$ cat src/rtl/decode_stage.sv
// Instruction decode stage: decodes an RV32 subset and buffers results in a
// two-entry skid buffer between fetch and execute handshakes.
module decode_stage (
  input  logic        clk,
  input  logic        rst_n,
  input  logic        in_valid,
  output logic        in_ready,
  input  logic [31:0] in_instr,
  input  logic [31:0] in_pc,
  input  logic        flush,
  output logic        out_valid,
  input  logic        out_ready,
  output logic [31:0] out_pc,
  output logic [6:0]  alu_opcode,
  output logic [2:0]  alu_funct3,
  output logic [6:0]  alu_funct7,
  output logic [31:0] imm,
  output logic [4:0]  rs1_addr,
  output logic [4:0]  rs2_addr,
  output logic [4:0]  rd_addr,
  output logic        use_imm,
  output logic        use_pc,
  output logic        reg_write,
  output logic        mem_read,
  output logic        mem_write,
  output logic        illegal
);

  localparam logic [6:0] OP_IMM = 7'h13;
  localparam logic [6:0] OP_REG = 7'h33;
  localparam logic [6:0] LUI    = 7'h37;
  localparam logic [6:0] AUIPC  = 7'h17;
  localparam logic [6:0] LOAD   = 7'h03;
  localparam logic [6:0] STORE  = 7'h23;

  typedef enum logic [1:0] {EMPTY, ONE, TWO} state_t;

  typedef struct packed {
    logic [31:0] pc;
    logic [6:0]  opcode;
    logic [2:0]  funct3;
    logic [6:0]  funct7;
    logic [31:0] imm;
    logic [4:0]  rs1;
    logic [4:0]  rs2;
    logic [4:0]  rd;
    logic        use_imm;
    logic        use_pc;
    logic        reg_write;
    logic        mem_read;
    logic        mem_write;
    logic        illegal;
  } dec_t;

  state_t state_q, state_d;
  dec_t   dec, main_q, skid_q;
  logic   acc, pop, load_main, load_skid, main_from_skid, bad;
  logic [6:0] opc, f7;
  logic [2:0] f3;

  assign opc = in_instr[6:0];
  assign f3  = in_instr[14:12];
  assign f7  = in_instr[31:25];

  // Decode happens on the fetch side so buffered entries hold final fields.
  always_comb begin
    dec         = '0;
    bad         = 1'b0;
    dec.pc      = in_pc;
    dec.funct3  = f3;
    dec.rs1     = in_instr[19:15];
    dec.rd      = in_instr[11:7];
    dec.use_imm = 1'b1;
    case (opc)
      OP_IMM: begin
        dec.imm       = {{20{in_instr[31]}}, in_instr[31:20]};
        dec.reg_write = 1'b1;
        if (f3 == 3'd1 || f3 == 3'd5) begin
          dec.imm    = {27'd0, in_instr[24:20]};
          dec.funct7 = f7;
        end
        bad = (f3 == 3'd1 && f7 != 7'h00) ||
              (f3 == 3'd5 && f7 != 7'h00 && f7 != 7'h20);
      end
      OP_REG: begin
        dec.use_imm   = 1'b0;
        dec.funct7    = f7;
        dec.rs2       = in_instr[24:20];
        dec.reg_write = 1'b1;
        bad = (f7 != 7'h00 && f7 != 7'h20 && f7 != 7'h01) ||
              (f7 == 7'h20 && f3 != 3'd0 && f3 != 3'd5) ||
              (f7 == 7'h01 && f3 != 3'd0 && f3 != 3'd4 && f3 != 3'd6);
      end
      LUI, AUIPC: begin
        dec.imm       = {in_instr[31:12], 12'h000};
        dec.rs1       = 5'd0;
        dec.use_pc    = (opc == AUIPC);
        dec.reg_write = 1'b1;
      end
      LOAD: begin
        dec.imm       = {{20{in_instr[31]}}, in_instr[31:20]};
        dec.reg_write = 1'b1;
        dec.mem_read  = 1'b1;
        bad = (f3 == 3'd3 || f3 == 3'd6 || f3 == 3'd7);
      end
      STORE: begin
        dec.imm       = {{20{in_instr[31]}}, in_instr[31:25], in_instr[11:7]};
        dec.rs2       = in_instr[24:20];
        dec.rd        = 5'd0;
        dec.mem_write = 1'b1;
        bad = (f3 > 3'd2);
      end
      default: bad = 1'b1;
    endcase
    dec.opcode  = opc;
    dec.illegal = bad;
    if (bad) begin
      dec.opcode    = 7'h00;
      dec.reg_write = 1'b0;
      dec.mem_read  = 1'b0;
      dec.mem_write = 1'b0;
    end
  end

  assign acc       = in_valid && in_ready;
  assign out_valid = (state_q != EMPTY);
  assign pop       = out_valid && out_ready;

  // Skid buffer control; flush overrides any accept or pop in the same cycle.
  always_comb begin
    state_d        = state_q;
    load_main      = 1'b0;
    load_skid      = 1'b0;
    main_from_skid = 1'b0;
    if (flush) begin
      state_d = EMPTY;
    end else begin
      case (state_q)
        EMPTY: if (acc) begin
          state_d   = ONE;
          load_main = 1'b1;
        end
        ONE: begin
          if (acc && !pop) begin
            state_d   = TWO;
            load_skid = 1'b1;
          end else if (!acc && pop) begin
            state_d = EMPTY;
          end else if (acc && pop) begin
            load_main = 1'b1;
          end
        end
        TWO: if (pop) begin
          state_d        = ONE;
          main_from_skid = 1'b1;
        end
        default: state_d = EMPTY;
      endcase
    end
  end

  always_ff @(posedge clk or negedge rst_n) begin
    if (!rst_n) begin
      state_q  <= EMPTY;
      in_ready <= 1'b1;
    end else begin
      state_q  <= state_d;
      in_ready <= (state_d != TWO);
    end
  end

  always_ff @(posedge clk or negedge rst_n) begin
    if (!rst_n) begin
      main_q <= '0;
      skid_q <= '0;
    end else begin
      if (load_main)           main_q <= dec;
      else if (main_from_skid) main_q <= skid_q;
      if (load_skid)           skid_q <= dec;
    end
  end

  assign out_pc     = main_q.pc;
  assign alu_opcode = main_q.opcode;
  assign alu_funct3 = main_q.funct3;
  assign alu_funct7 = main_q.funct7;
  assign imm        = main_q.imm;
  assign rs1_addr   = main_q.rs1;
  assign rs2_addr   = main_q.rs2;
  assign rd_addr    = main_q.rd;
  assign use_imm    = main_q.use_imm;
  assign use_pc     = main_q.use_pc;
  assign reg_write  = main_q.reg_write;
  assign mem_read   = main_q.mem_read;
  assign mem_write  = main_q.mem_write;
  assign illegal    = main_q.illegal;

endmodule
$ cat config.mk
export PLATFORM = sky130hd
export DESIGN_NAME = decode_stage
export DESIGN_NICKNAME = d
export VERILOG_FILES = /design/src/rtl/decode_stage.sv
export SDC_FILE = /design/constraint.sdc
export NUM_CORES = 1
export LEC_CHECK = 0
export BUFFER_PORTS_ARGS = -buffer_cell sky130_fd_sc_hd__buf_2
export CORE_MARGIN = 2
export CORE_UTILIZATION = 55
export DETAILED_ROUTE_END_ITERATION = 8
export PLACE_DENSITY = 0.87
export SYNTH_ARGS = -nofsm -noshare
export SYNTH_HDL_FRONTEND = slang
export SYNTH_SLANG_ARGS = --single-unit
$ cat constraint.sdc
create_clock -name clk -period 2.24 [get_ports clk]
set_input_delay 0.448 -clock clk [delete_from_list [all_inputs] [get_ports clk]]
set_output_delay 0.448 -clock clk [all_outputs]
set_load 0.05 [all_outputs]
### After elaboration in Yosys (flattened, before gate mapping)

Cells that the tools add are included.

| word-level totals | value |
|---|---|
| register bits after elaboration | 207 |
| input bits | 69 |
| output and inout bits | 104 |
| word-level logic and storage cells | 117 |

| operators by class | value |
|---|---|
| magnitude comparators | 1 |
| equality and inequality tests | 21 |
| multiplexer cells | 34 |
| reduce and logical (&&, ||, !) cells | 31 |

Operator list:

| operator | number |
|---|---|
| $mux 102 | 2 |
| $pmux 32 s4 | 1 |
| $mux 39 | 1 |
| $eq 7x6->1 const B | 4 |
| $mux 1 | 16 |
| $logic_and 1x1->1 | 15 |
| $mux 5 | 3 |
| $eq 7x5->1 const B | 2 |
| $pmux 7 s2 | 1 |
| $mux 2 | 5 |
| $eq 3x3->1 const B | 3 |
| $ne 3x3->1 const B | 3 |
| $eq 7x1->1 const B | 1 |
| $eq 7x2->1 const B | 1 |
| $mux 7 | 1 |
| $ne 7x1->1 const B | 1 |
| $ne 7x6->1 const B | 1 |
| $reduce_bool 7->1 | 1 |
| $logic_or 1x1->1 | 6 |
| $pmux 2 s3 | 1 |
| $pmux 1 s5 | 1 |
| $reduce_or 5->1 | 1 |
| $reduce_bool 2->1 | 2 |
| $reduce_or 2->1 | 2 |
| other kinds (11) | 12 |

### Logic depth before layout (Yosys ltp)

| depth | value |
|---|---|
| depth after elaboration | 9 |
| gate-level depth with buffers | 8 |
| gate-level depth less buffers | 5 |

### Least setup slack after synthesis

Ideal clock, no wire load.

| timing | value |
|---|---|
| kind | flip-flop to flip-flop |
| from | register in_ready |
| to | register skid_q[95] (netlist bit) |
| library setup time | 117 ps |
| data arrival time | 1969 ps |
| data required time | 2123 ps |
| slack | 155 ps |
| stages on the path, launching flop included | 8 |
| buffers on the path | 3 |
| clock period less this slack | 2085 ps |
| path through | dfstp_2 -> nand2_1 -> or4_1 -> buf_2 -> buf_2 -> buf_2 -> nand2_1 -> nand2_1 |

| on the way | value |
|---|---|
| cells in the longest elaborated chain, start to end | 5 |

Ends and longest elaborated chain:

| what | RTL line | source |
|---|---|---|
| from (decl) | 7 | `output logic in_ready,` |
| from (signal assigned) | 168 | `in_ready <= (state_d != TWO);` |
| $logic_and 1x1->1 | 125 | `assign acc = in_valid && in_ready;` |
| $logic_and 1x1->1 | 144 | `if (acc && !pop) begin` |
| $mux 1 | 144 |  |
| $mux 1 | 138 | `case (state_q)` |
| $mux 1 | 135 | `if (flush) begin` |
| to (signal assigned) | 175 | `skid_q <= '0;` |
| to (signal assigned) | 179 | `if (load_skid) skid_q <= dec;` |
| to (decl) | 56 | `dec_t dec, main_q, skid_q;` |

No other way between the ends.
A chain may end at the register's enable or synchronous reset.

### Final worst setup path

| timing | value |
|---|---|
| from | register state_q[1] |
| to | register main_q, in the netlist rd_addr[0] |

| on the way | value |
|---|---|
| cells in the longest elaborated chain, start to end | 9 |
| elaborated cells between the ends (all ways) | 19 |
| classes of those cells | 2 x eq/ne; 9 x mux; 8 x reduce/logical |

Ends and longest elaborated chain:

| what | RTL line | source |
|---|---|---|
| from (decl) | 55 | `state_t state_q, state_d;` |
| from (signal assigned) | 167 | `state_q <= state_d;` |
| $reduce_bool 2->1 | 126 | `assign out_valid = (state_q != EMPTY);` |
| $logic_and 1x1->1 | 127 | `assign pop = out_valid && out_ready;` |
| $logic_and 1x1->1 | 149 | `end else if (acc && pop) begin` |
| $mux 1 | 149 |  |
| $mux 1 | 147 | `end else if (!acc && pop) begin` |
| $mux 1 | 144 |  |
| $pmux 1 s2 | 138 |  |
| $mux 1 | 135 |  |
| $mux 102 or $reduce_bool 2->1 (tied branches) | n/a |  |
| to (signal assigned) | 178 | `else if (main_from_skid) main_q <= skid_q;` |
| to (decl) | 56 |  |

Several ways; a longest one is shown, not always the timed one.

==> reports/qor.yml <==
power:
  p_total_mw: 11.1
  clockPowerShare_pct: 33.1
  leakagePower_nw: 5.42
  p_sw_mw: 3.75
  p_int_mw: 7.34
  peakVddDrop_mv: 0.809
  seqPwrFrac_pct: 43.2
  p_comb_share_pct: 23.6
  p_sw_share_pct: 33.8
  p_per_area_nw_per_um2: 1030
die:
  ios: 173
  dieArea_um2: 17000
  core_um2: 15800
  dieWidth_um: 131
  start_util_pct: 55.8
  rows: 46
  die_y_um: 131
timing:
  fmax_mhz: 478
  min_period_over_period_pct: 93.4
  tightest_slew_ns: 0.568
  clock_skew_ns: 0.0190
  rsz0062_at_grt: "false"
  final-setup-viol-count: 0
  final.min_clock_period_ns: 2.09
  relSlewSlack_pct: 62.1
  drv_slew: 0
  tns_ns: 0
  hold_viol_final: 0
final_layout:
  seq_area_um2: 5180
  multi_input_area_um2: 3330
  final_cell_mix: "nand2_1 (382), dfrtp_1 (206), buf_2 (171), a21oi_1 (59), nor2_1 (38)"
  nets: 1191
  layout_commonest_cell: "nand2_1"
  area_growth_pct: 22.2
  fin_area_um2: 10800
  fillers: 1184
  layout.cells.non_filler: 1352
  drive_gt1_share_pct: 22.3
route:
  ant_nets: 0
  avgViaCountPerCell: 5.72
  dr.pass1.iters: 5
  drtIter0Drc: 630
  wl_per_cell_um: 17.2
  vias: 7736
  routed_wl_um: 23200
  drc_errors: 0
synthesis:
  synth_fa_ha_area_share_pct: 0
  postSynthAreaPerCell_um2: 9.15
  synth.area.mux_share_pct: 0.597
  synth_top_family_by_area: "simple AND/OR/NAND/NOR gates"
  synth.cell_area_um2: 8810
  syn_nets: 1031
  yosys_register_bits: 207
  ys_types: 51
  ys.flop_type: "dfrtp_1"
  synth_edf_count: 0
  seq_area_frac_synth_pct: 58.8
  synth_compound_gate_area_share_pct: 13.7
  yosysWarnings: 0
  synthCells: 962
  synthSimpleGateAreaFrac_pct: 22.9
  synth_xor_area_share_pct: 0.199
  synthArstFlopShare_pct: 100
global_route:
  grt_pass1_wl_um: 37100
  grt_usage_pct: 27.2
  antenna_found_initial: 2
  grt_pass1_vias: 7350
  grt_max_degree: 64
  overflow: 0
hold_path:
  hold_path_class: "in -> reg"
place:
  dpl.hpwl_um: 15300
  place_congestion: 0.853
  place_inst: 1313
  io_buffers: 172
  placed_cell_area_um2: 10000
clocking:
  htreeDepth: 1
  clock-sinks: 207
  clock_path_buffers: 3
  post_cts_buffers: 0
  cts_resized: 0
  clkTransAtPathRegs_ns: 0.06
  tritoncts: "built"
  holdBufCountCts: 1
  cts_made_buffers: 22
  insertion_delay_ns: 0.50
  cts-root-buf: "clkbuf_16"
status:
  outcome: "completed"
setup_path:
  ff2ff_path_depth: 5
  critPathKind: "reg -> reg"
  crit_path_max_fanout: 15
  ff2ff_setup_slack_ns: 0.15
  r2r_start: "state_q[1]"
  crit_path_end: "rd_addr[0]"
  crit_path_end_kind: "flop"
  cp.required_ns: 2.66
  critical_path.startpoint: "state_q[1]"
  arrival_ns: 2.51
  r2r-end: "rd_addr[0]"
  worstSetupStartpointType: "flop"
job:
  timing.max_cap.violations: 0
==> power groups by stage <==
| stage | logic [mW] | registers, mW | clock network [mW] |
|---|---|---|---|
| finish | 2.62 | 4.79 | 3.67 |
| global route | 2.83 | 4.86 | 3.87 |
| CTS | 2.63 | 4.78 | 3.72 |
| detailed placement | 2.62 | 4.84 | 0 |
| global placement | 2.55 | 4.81 | 0 |
| floorplan | 0.763 | 5.89 | 0 |
==> logic make-up (layout without fill, tap and decap cells) <==
kind of cell    count (synthesis)  in the layout
compound gates                181            181
xor+xnor                        2              2
buf+inv                        78            251
flops                         207            207
mux                             5              5
other cells                     0              1
simple gates                  489            489
==> flip-flops by register name (all words and copies together) (netlist names) <==
name,cells
rs2_addr,5
rd_addr,5
out_pc,32
reg_write,1
use_imm,1
mem_write,1
alu_funct7,7
in_ready,1
skid_q,102
illegal,1
use_pc,1
alu_funct3,3
rs1_addr,5
state_q,2
alu_opcode,7
imm,32
mem_read,1
==> metal layers <==
layer  global-route usage, %  part of all wire, %
met1                    37.6                   40
met2                    44.2                   48
met3                    4.76                  8.8
met4                    9.20                  3.4
met5                       0                    0
==> final cells by class <==
cell class / instances / share of cell area [%]
Sequential cell: 207 / 48.2
Clock buffer: 31 / 6.00
Inverter: 9 / 0.314
Clock inverter: 6 / 0.826
Timing Repair Buffer: 205 / 11.2
Tap cell: 216 / 2.51
Antenna cell: 1 / 0.0233
Multi-Input combinational cell: 677 / 30.9
==> worst max-delay path: stages, from the launching register on <==
cell	delay [ns]
dfrtp_1	0.45
nand3b_1	0.26
or3_2	0.64
a21oi_1	0.44
a222oi_1	0.15
inv_1	0.08
==> Yosys cell counts (all sizes together) (6+ instances only) <==
cell | n | area, um2
a32oi | 19 | 166
buf | 31 | 154
and3 | 17 | 106
a22o | 6 | 52.6
nand2 | 382 | 1430
o21ai | 22 | 110
a31oi | 18 | 113
dfrtp | 206 | 5150
a21oi | 61 | 320
clkbuf | 38 | 143
inv | 9 | 33.8
nand3 | 15 | 75.1
nor2b | 11 | 68.8
nor2 | 40 | 150
a22oi | 36 | 270
==> per-stage QoR <==
step / util [%] / hold WS [ns] / setup slack, ns
after global placement: 63.5 / 0.453 / 0.253
after global routing: 68.2 / 0.168 / 0.0511
after floorplan: - / 0.152 / 0.155
final: 68.2 / 0.173 / 0.148
after detailed placement: 63.5 / 0.458 / 0.215
after CTS: 68.2 / 0.158 / 0.180
==> how the worst min path moves through the flow <==
| stage | startpoint | slack (ns) | end | depth (start not counted) |
|---|---|---|---|---|
| 2_1_floorplan | rst_n | 0.15 | alu_funct3[0] | 0 |
| 3_3_place_gp | out_pc[24] | 0.45 | out_pc[24] | 2 |
| 3_5_place_dp | out_pc[23] | 0.46 | out_pc[23] | 2 |
| 4_1_cts | in_pc[22] | 0.16 | skid_q[92] | 3 |
| 5_1_grt | in_pc[22] | 0.17 | skid_q[92] | 3 |
| 6_report | in_pc[22] | 0.17 | skid_q[92] | 3 |
Note: power is estimated with default switching activity, not from simulation.
